**config.mk**
```make
export PLATFORM = sky130hd
export DESIGN_NAME = riscv_mem_arbiter_flat
export DESIGN_NICKNAME = d
export VERILOG_FILES = /design/src/rtl/riscv_mem_arbiter_if.sv /design/src/rtl/riscv_mem_arbiter.sv /design/src/flat_wrapper.sv
export SDC_FILE = /design/constraint.sdc
export NUM_CORES = 1
export LEC_CHECK = 0
export ABC_AREA = 1
export ABC_CLOCK_PERIOD_IN_PS = 2000
export CAP_MARGIN = 20
export CORE_MARGIN = 4
export CORE_UTILIZATION = 38
export DETAILED_ROUTE_END_ITERATION = 10
export GPL_ROUTABILITY_DRIVEN = 0
export MAX_ROUTING_LAYER = met4
export PLACE_DENSITY = 0.8
export SYNTH_ARGS = -nofsm -noshare
export SYNTH_HDL_FRONTEND = slang
export SYNTH_SLANG_ARGS = --single-unit
```
**constraint.sdc**
```tcl
create_clock -name clk -period 2 [get_ports clk]
set_input_delay 0.2 -clock clk [delete_from_list [all_inputs] [get_ports clk]]
set_output_delay 0.2 -clock clk [all_outputs]
set_load 0.05 [all_outputs]
```
**src/rtl/riscv_mem_arbiter_if.sv**
```systemverilog
// Bus bundle for riscv_mem_arbiter: fetch port, data port and the shared memory port.
// The arbiter connects through the master modport; the pipeline/memory side uses slave.
interface riscv_mem_arbiter_if #(
  parameter int ADDR_W = 32,
  parameter int DATA_W = 32
);
  logic              if_req_i;
  logic [ADDR_W-1:0] if_addr_i;
  logic              if_done_o;
  logic [DATA_W-1:0] if_rdata_o;

  logic              d_req_i;
  logic              d_we_i;
  logic [ADDR_W-1:0] d_addr_i;
  logic [DATA_W-1:0] d_wdata_i;
  logic              d_done_o;
  logic [DATA_W-1:0] d_rdata_o;

  logic              mem_req_o;
  logic              mem_we_o;
  logic [ADDR_W-1:0] mem_addr_o;
  logic [DATA_W-1:0] mem_wdata_o;
  logic              mem_ack_i;
  logic [DATA_W-1:0] mem_rdata_i;

  logic              stall_o;
  logic              err_o;

  modport master (
    input  if_req_i, if_addr_i, d_req_i, d_we_i, d_addr_i, d_wdata_i, mem_ack_i, mem_rdata_i,
    output if_done_o, if_rdata_o, d_done_o, d_rdata_o,
    output mem_req_o, mem_we_o, mem_addr_o, mem_wdata_o, stall_o, err_o
  );

  modport slave (
    output if_req_i, if_addr_i, d_req_i, d_we_i, d_addr_i, d_wdata_i, mem_ack_i, mem_rdata_i,
    input  if_done_o, if_rdata_o, d_done_o, d_rdata_o,
    input  mem_req_o, mem_we_o, mem_addr_o, mem_wdata_o, stall_o, err_o
  );
endinterface

```
**src/rtl/riscv_mem_arbiter.sv**
```systemverilog
// Fetch/data arbiter for one single-ported unified memory, with request timeout abort.
// Define ARB_FAIR_EN to force a fetch grant after MAX_DATA_RUN back-to-back data grants.
module riscv_mem_arbiter #(
  parameter int ADDR_W       = 32,
  parameter int DATA_W       = 32,
  parameter int TIMEOUT      = 255,
  parameter int MAX_DATA_RUN = 4
) (
  input logic               clk,
  input logic               rst,
  riscv_mem_arbiter_if.master bus
);

  if (TIMEOUT < 1 || MAX_DATA_RUN < 1 || ADDR_W < 1 || DATA_W < 1) begin : g_param_check
    $error("riscv_mem_arbiter: TIMEOUT, MAX_DATA_RUN, ADDR_W and DATA_W must all be >= 1");
  end

  localparam int                WAIT_W    = $clog2(TIMEOUT + 1);
  localparam logic [WAIT_W-1:0] WAIT_LAST = WAIT_W'(TIMEOUT - 1);

  typedef enum logic [1:0] {IDLE, DATA, FETCH} state_t;

  state_t            state, next_state;
  logic [WAIT_W-1:0] wait_cnt;
  logic              grant_data, grant_fetch, ack_hit, abort;
  logic              fetch_first;

  assign bus.stall_o = bus.d_req_i & ~bus.d_done_o;

  // NOTE: every signal driven here gets a default first, so no path leaves one unassigned (no latch).
  always_comb begin
    next_state  = state;
    grant_data  = 1'b0;
    grant_fetch = 1'b0;
    ack_hit     = 1'b0;
    abort       = 1'b0;
    unique case (state)
      IDLE: begin
        // The done cycle still shows the finished request, so arbitration waits one more cycle.
        if (!bus.if_done_o && !bus.d_done_o) begin
          if (fetch_first)       grant_fetch = 1'b1;
          else if (bus.d_req_i)  grant_data  = 1'b1;
          else if (bus.if_req_i) grant_fetch = 1'b1;
        end
        if (grant_data)       next_state = DATA;
        else if (grant_fetch) next_state = FETCH;
      end
      DATA, FETCH: begin
        if (bus.mem_ack_i)              ack_hit = 1'b1;
        else if (wait_cnt == WAIT_LAST) abort   = 1'b1;
        if (ack_hit || abort) next_state = IDLE;
      end
      default: next_state = IDLE;
    endcase
  end

  // NOTE: sequential state uses non-blocking assignments so every register samples pre-edge values.
  always_ff @(posedge clk or negedge rst) begin
    if (!rst) state <= IDLE;
    else      state <= next_state;
  end

  always_ff @(posedge clk or negedge rst) begin
    if (!rst) begin
      bus.mem_req_o   <= 1'b0;
      bus.mem_we_o    <= 1'b0;
      bus.mem_addr_o  <= '0;
      bus.mem_wdata_o <= '0;
      bus.if_done_o   <= 1'b0;
      bus.d_done_o    <= 1'b0;
      bus.err_o       <= 1'b0;
      bus.if_rdata_o  <= '0;
      bus.d_rdata_o   <= '0;
      wait_cnt        <= '0;
    end else begin
      bus.if_done_o <= 1'b0;
      bus.d_done_o  <= 1'b0;
      bus.err_o     <= 1'b0;
      if (grant_data) begin
        bus.mem_req_o   <= 1'b1;
        bus.mem_we_o    <= bus.d_we_i;
        bus.mem_addr_o  <= bus.d_addr_i;
        bus.mem_wdata_o <= bus.d_wdata_i;
        wait_cnt        <= '0;
      end else if (grant_fetch) begin
        bus.mem_req_o  <= 1'b1;
        bus.mem_we_o   <= 1'b0;
        bus.mem_addr_o <= bus.if_addr_i;
        wait_cnt       <= '0;
      end else if (ack_hit || abort) begin
        bus.mem_req_o <= 1'b0;
        bus.err_o     <= abort;
        if (state == DATA) begin
          bus.d_done_o <= 1'b1;
          if (ack_hit && !bus.mem_we_o) bus.d_rdata_o <= bus.mem_rdata_i;
        end else begin
          bus.if_done_o <= 1'b1;
          if (ack_hit) bus.if_rdata_o <= bus.mem_rdata_i;
        end
      end else if (state != IDLE) begin
        wait_cnt <= wait_cnt + 1'b1;
      end
    end
  end

`ifdef ARB_FAIR_EN
  localparam int RUN_W = $clog2(MAX_DATA_RUN + 1);

  // Counts data grants that overtook a waiting fetch; saturates at MAX_DATA_RUN by forcing a fetch.
  logic [RUN_W-1:0] run_cnt;

  always_ff @(posedge clk or negedge rst) begin
    if (!rst)             run_cnt <= '0;
    else if (grant_fetch) run_cnt <= '0;
    else if (grant_data)  run_cnt <= bus.if_req_i ? run_cnt + 1'b1 : '0;
  end

  assign fetch_first = bus.if_req_i && (run_cnt == RUN_W'(MAX_DATA_RUN));
`else
  assign fetch_first = 1'b0;
`endif

endmodule
```
**src/flat_wrapper.sv**
```systemverilog
// flat-port wrapper written by rule: the top's interface ports become plain ports
module riscv_mem_arbiter_flat 
#(
  parameter int ADDR_W       = 32,
  parameter int DATA_W       = 32,
  parameter int TIMEOUT      = 255,
  parameter int MAX_DATA_RUN = 4
)
  (clk, rst, bus_if_req_i, bus_if_addr_i, bus_d_req_i, bus_d_we_i, bus_d_addr_i, bus_d_wdata_i, bus_mem_ack_i, bus_mem_rdata_i, bus_if_done_o, bus_if_rdata_o, bus_d_done_o, bus_d_rdata_o, bus_mem_req_o, bus_mem_we_o, bus_mem_addr_o, bus_mem_wdata_o, bus_stall_o, bus_err_o);
  riscv_mem_arbiter_if #(.ADDR_W(ADDR_W), .DATA_W(DATA_W)) bus_i ();
  input logic clk;
  input logic rst;
  input wire logic [$bits(bus_i.if_req_i)-1:0] bus_if_req_i;
  input wire logic [$bits(bus_i.if_addr_i)-1:0] bus_if_addr_i;
  input wire logic [$bits(bus_i.d_req_i)-1:0] bus_d_req_i;
  input wire logic [$bits(bus_i.d_we_i)-1:0] bus_d_we_i;
  input wire logic [$bits(bus_i.d_addr_i)-1:0] bus_d_addr_i;
  input wire logic [$bits(bus_i.d_wdata_i)-1:0] bus_d_wdata_i;
  input wire logic [$bits(bus_i.mem_ack_i)-1:0] bus_mem_ack_i;
  input wire logic [$bits(bus_i.mem_rdata_i)-1:0] bus_mem_rdata_i;
  output wire logic [$bits(bus_i.if_done_o)-1:0] bus_if_done_o;
  output wire logic [$bits(bus_i.if_rdata_o)-1:0] bus_if_rdata_o;
  output wire logic [$bits(bus_i.d_done_o)-1:0] bus_d_done_o;
  output wire logic [$bits(bus_i.d_rdata_o)-1:0] bus_d_rdata_o;
  output wire logic [$bits(bus_i.mem_req_o)-1:0] bus_mem_req_o;
  output wire logic [$bits(bus_i.mem_we_o)-1:0] bus_mem_we_o;
  output wire logic [$bits(bus_i.mem_addr_o)-1:0] bus_mem_addr_o;
  output wire logic [$bits(bus_i.mem_wdata_o)-1:0] bus_mem_wdata_o;
  output wire logic [$bits(bus_i.stall_o)-1:0] bus_stall_o;
  output wire logic [$bits(bus_i.err_o)-1:0] bus_err_o;
  assign bus_i.if_req_i = bus_if_req_i;
  assign bus_i.if_addr_i = bus_if_addr_i;
  assign bus_i.d_req_i = bus_d_req_i;
  assign bus_i.d_we_i = bus_d_we_i;
  assign bus_i.d_addr_i = bus_d_addr_i;
  assign bus_i.d_wdata_i = bus_d_wdata_i;
  assign bus_i.mem_ack_i = bus_mem_ack_i;
  assign bus_i.mem_rdata_i = bus_mem_rdata_i;
  assign bus_if_done_o = bus_i.if_done_o;
  assign bus_if_rdata_o = bus_i.if_rdata_o;
  assign bus_d_done_o = bus_i.d_done_o;
  assign bus_d_rdata_o = bus_i.d_rdata_o;
  assign bus_mem_req_o = bus_i.mem_req_o;
  assign bus_mem_we_o = bus_i.mem_we_o;
  assign bus_mem_addr_o = bus_i.mem_addr_o;
  assign bus_mem_wdata_o = bus_i.mem_wdata_o;
  assign bus_stall_o = bus_i.stall_o;
  assign bus_err_o = bus_i.err_o;
  riscv_mem_arbiter #(.ADDR_W(ADDR_W), .DATA_W(DATA_W), .TIMEOUT(TIMEOUT), .MAX_DATA_RUN(MAX_DATA_RUN)) u_core (.clk(clk), .rst(rst), .bus(bus_i));
endmodule
```
==> results_tabular.tex <==
\begin{tabular}{lr}
\hline
Metric & Value \\
\hline
\multicolumn{2}{l}{\textbf{Synth}} \\
Synth cell types & 27 \\
Syn avg cell area & $\sim$9.1 um\^{}2 \\
Cell types with the largest area share after synthesis & dfrtp\_1, nand2\_1, o21ai\_0 \\
Number of enable flip-flop cells after synthesis & 0 \\
Number of instances in the synthesized netlist & a little under 700 \\
Yosys warning count & 0 \\
Synth Cell Area & $\sim$0.0061 mm\^{}2 \\
Post-synthesis cell type with the largest combined area & dfrtp\_1 \\
Proportion of netlist area held by the largest area contributor & 58.52\% \\
Post-synth top flop & dfrtp\_1 \\
Synthesized net count & 811 \\
Fraction of the yosys area taken by sequential cells & 58.52\% \\
Number of synthesized register bits & 143 \\
Post-synthesis async set-or-reset flop share & 100.0\% \\
\multicolumn{2}{l}{\textbf{CTS}} \\
Total number of H-tree levels & 4 \\
CTS Root Cell & clkbuf\_16 \\
Clock latency on the worst-skew pair & approximately 0.41 ns \\
Number of buffers created by CTS & 17 \\
Clock slew seen by the registers of the worst setup and hold paths & 0.06 ns \\
Total number of clock tree sinks & 143 \\
CTS tree & done \\
Maximum buffer depth of the clock tree & 2 \\
\multicolumn{2}{l}{\textbf{Power and ir drop}} \\
Leak pwr & 4.432 nW \\
P per Cell Area & roughly 1900 mW/mm\^{}2 \\
Peak ir drop on the vdd network & 1.010 mV \\
\multicolumn{2}{l}{\textbf{STA}} \\
Unrepaired setup endpoints after global routing & false \\
Highest clock frequency the design can meet & 533.4 MHz \\
Layout Skew & 0.009537 ns \\
Final max-slew violation count & 0 \\
Final setup margin & 0.1254 ns \\
Setup Total Neg Slack & 0 ns \\
Relative max-transition margin & between 60\% and 70\% \\
Final worst path period share & between 90\% and 100\% \\
Measured slew at the worst slew-check pin & 0.5710 ns \\
Count of final hold-check violations & 0 \\
Final critical-path required period & 1.875 ns \\
Setup violation total in the final timing report & 0 \\
\multicolumn{2}{l}{\textbf{Setup path}} \\
Buf/Inv on CP & 1 \\
Worst Setup End Kind & output port \\
Element type at the critical path start & flip-flop \\
Cell class contributing the biggest share of worst-path delay & buffers and inverters \\
Data arrival time of the critical path & roughly 1.7 ns \\
Required arrival time at the worst endpoint & 1.80 ns \\
Capture point of the worst path & bus\_d\_done\_o \\
Critical-path top delay cell & clkdlybuf4s50\_1 \\
Worst reg-to-reg path cell count & 7 \\
Largest stage delay on the critical path & 0.84 ns \\
Cells along the critical path & clkdlybuf4s50\_1 \\
CP startpoint & u\_core.bus.d\_done\_o\$\_DFF\_PN0\_ \\
Reg2Reg Launch Point & u\_core.state[0]\$\_DFFE\_PN0P\_ \\
Worst-path maximum fanout & 3 \\
Critical path depth in cells & 1 \\
Worst r2r dst & u\_core.bus.mem\_addr\_o[2]\$\_DFFE\_PN0P\_ \\
Type of the setup path with the least slack & reg -> out \\
Setup slack on the worst flop-to-flop path & around 0.27 ns \\
\multicolumn{2}{l}{\textbf{Drt}} \\
DR WL/cell & 15.35 um \\
Total wire length after detailed routing & about 18 mm \\
Vias post-DR & 5387 \\
Per-cell via count in the routed design & 4.616 \\
Detailed-routing iteration count for the pre-antenna-repair pass & 4 \\
Drc violations & 0 \\
Detailed router's first-iteration violation count & 225 \\
Final ANT Viol Nets & 0 \\
\multicolumn{2}{l}{\textbf{Place}} \\
Count of input and output buffers & between 200 and 300 \\
Minimum setup slack after placement & 0.1486 ns \\
Detailed placer's ending HPWL & 13.11 mm \\
\multicolumn{2}{l}{\textbf{Min path}} \\
Worst min-delay path category & in -> reg \\
Worst Hold Path Cells & 3 \\
Hold Startpoint & bus\_d\_wdata\_i[13] \\
\multicolumn{2}{l}{\textbf{Floorplan}} \\
Area of the core region & around 0.016 mm\^{}2 \\
Number of top-level design ports & 268 \\
Die area & 0.01818 mm\^{}2 \\
Width of the chip & about 130 um \\
Row count & 46 \\
Die height & 134.9 um \\
Initial Util & 38.63\% \\
\multicolumn{2}{l}{\textbf{Cells and area}} \\
Layout Area Growth over Synthesis & 56.66\% \\
Count of inserted antenna diode cells & 0 \\
Filler instances & 1349 \\
Fraction of final layout cells sized beyond drive strength 1 & a little under a tenth \\
Number of nets in the final layout & 1076 \\
\multicolumn{2}{l}{\textbf{Global route}} \\
Pin count of the biggest net entering global routing & approximately 70 \\
Number of global-route vias before repair & 5511 \\
Global route total overflow & 0 \\
Initial antenna violation count & 0 \\
Overall fraction of global-route tracks in use & 20.27\% \\
Wire length of the first global-routing pass & roughly 28 mm \\
\multicolumn{2}{l}{\textbf{Run status}} \\
Result of the run & completed \\
\multicolumn{2}{l}{\textbf{Flow run}} \\
Maximum Capacitance Violations & 0 \\
\hline
\end{tabular}
-- per-stage QoR --
step                instances  utilization, %  hold slack (ns)  power (W)  area, um^2
finish                   1167           60.52           0.3242    0.01809        9579
global route             1167           60.52           0.3149    0.01907        9579
CTS                      1167           60.52           0.3010    0.01829        9579
detailed placement       1134           56.83           0.1866    0.01514        8995
global placement         1134           56.83           0.1882    0.01494        8995
floorplan                 673               -         -0.09559    0.01160        6115
-- cell type report --
cell class | instances | area (um^2) | area share, %
flip-flops and latches | 143 | 3578 | 37.36
repair buffers | 281 | 2864 | 29.90
multi-input cells | 446 | 2108 | 22.01
clock buffers | 17 | 425.4 | 4.441
well taps | 216 | 270.3 | 2.821
inverters | 49 | 183.9 | 1.920
clock inverters | 15 | 148.9 | 1.554
-- cells in the mapped netlist (4+ instances only) --
cell type and number:
o21ai_2 32, o21ai_0 81, dfrtp_1 143, nand2_1 237, nand3_1 6, buf_2 15, ha_1 4, nand4_1 4
inv_1 48, buf_6 10, o21ai_1 19, nor2_1 49, clkbuf_1 6
-- repair_timing --
action	in CTS	in global routing
hold buffers	1	0
endpoints found under the hold margin	46	0
gates resized for setup	0	0
buffers inserted	0	0
-- registers in the layout, summed over array words and instances (netlist names) --
name and count:
u_core.bus.mem_wdata_o 32, u_core.bus.if_done_o 1, u_core.wait_cnt 8, u_core.bus.d_done_o 1
u_core.bus.mem_we_o 1, u_core.bus.mem_addr_o 32, u_core.bus.if_rdata_o 32, u_core.bus.mem_req_o 1
u_core.bus.d_rdata_o 32, u_core.bus.err_o 1, u_core.state 2
-- power breakdown --
part	switching, W	total, W	internal [W]	leakage (nW)
combinational	0.00695	0.0102	0.00325	2.36
sequential	0.000681	0.00483	0.00414	1.80
clock	0.00132	0.00308	0.00175	0.272
total	0.00895	0.0181	0.00914	4.43
-- cells by family (layout without fill, tap and decap cells) --
| kind of cell | after synthesis | count (layout) | share of synthesized area (%) |
|---|---|---|---|
| flip-flops | 143 | 143 | 58.52 |
| AO/OA/AOI/OAI | 135 | 135 | 13.06 |
| AND/OR/NAND/NOR | 304 | 304 | 20.18 |
| buffers and inverters | 84 | 362 | 6.998 |
| XOR/XNOR | 3 | 3 | 0.4298 |
| adder cells (fa/ha/maj) | 4 | 4 | 0.8185 |
-- per-layer routing --
metal  part of all wire, %  vias up  track usage [%]
met5                     0        -                -
li1                      -     2655                -
met1                    41     2513            23.73
met3                   6.2       29            4.434
met2                    51      190            34.24
met4                   2.3        0            7.805
-- worst min-delay path by stage --
stage / to / slack (ns)
floorplan: u_core.bus.d_done_o$_DFF_PN0_ / -0.1
global placement: u_core.bus.d_rdata_o[7]$_DFFE_PN0P_ / 0.19
detailed placement: u_core.bus.d_rdata_o[9]$_DFFE_PN0P_ / 0.19
CTS: u_core.bus.mem_wdata_o[24]$_DFFE_PN0P_ / 0.30
global route: u_core.bus.mem_wdata_o[13]$_DFFE_PN0P_ / 0.31
finish: u_core.bus.mem_wdata_o[13]$_DFFE_PN0P_ / 0.32
-- layout by cell type, fill, tap and decap left out, drive strengths merged, types with 4 or more instances in the layout --
| cell type | count |
|---|---|
| o21ai | 132 |
| inv | 57 |
| buf | 16 |
| dfrtp | 143 |
| ha | 4 |
| nand4 | 5 |
| clkinvlp | 4 |
| nand3 | 8 |
| clkbuf | 17 |
| nand2 | 239 |
| clkdlybuf4s50 | 264 |
| nor2 | 51 |
Power figures use the tool's default switching activity.
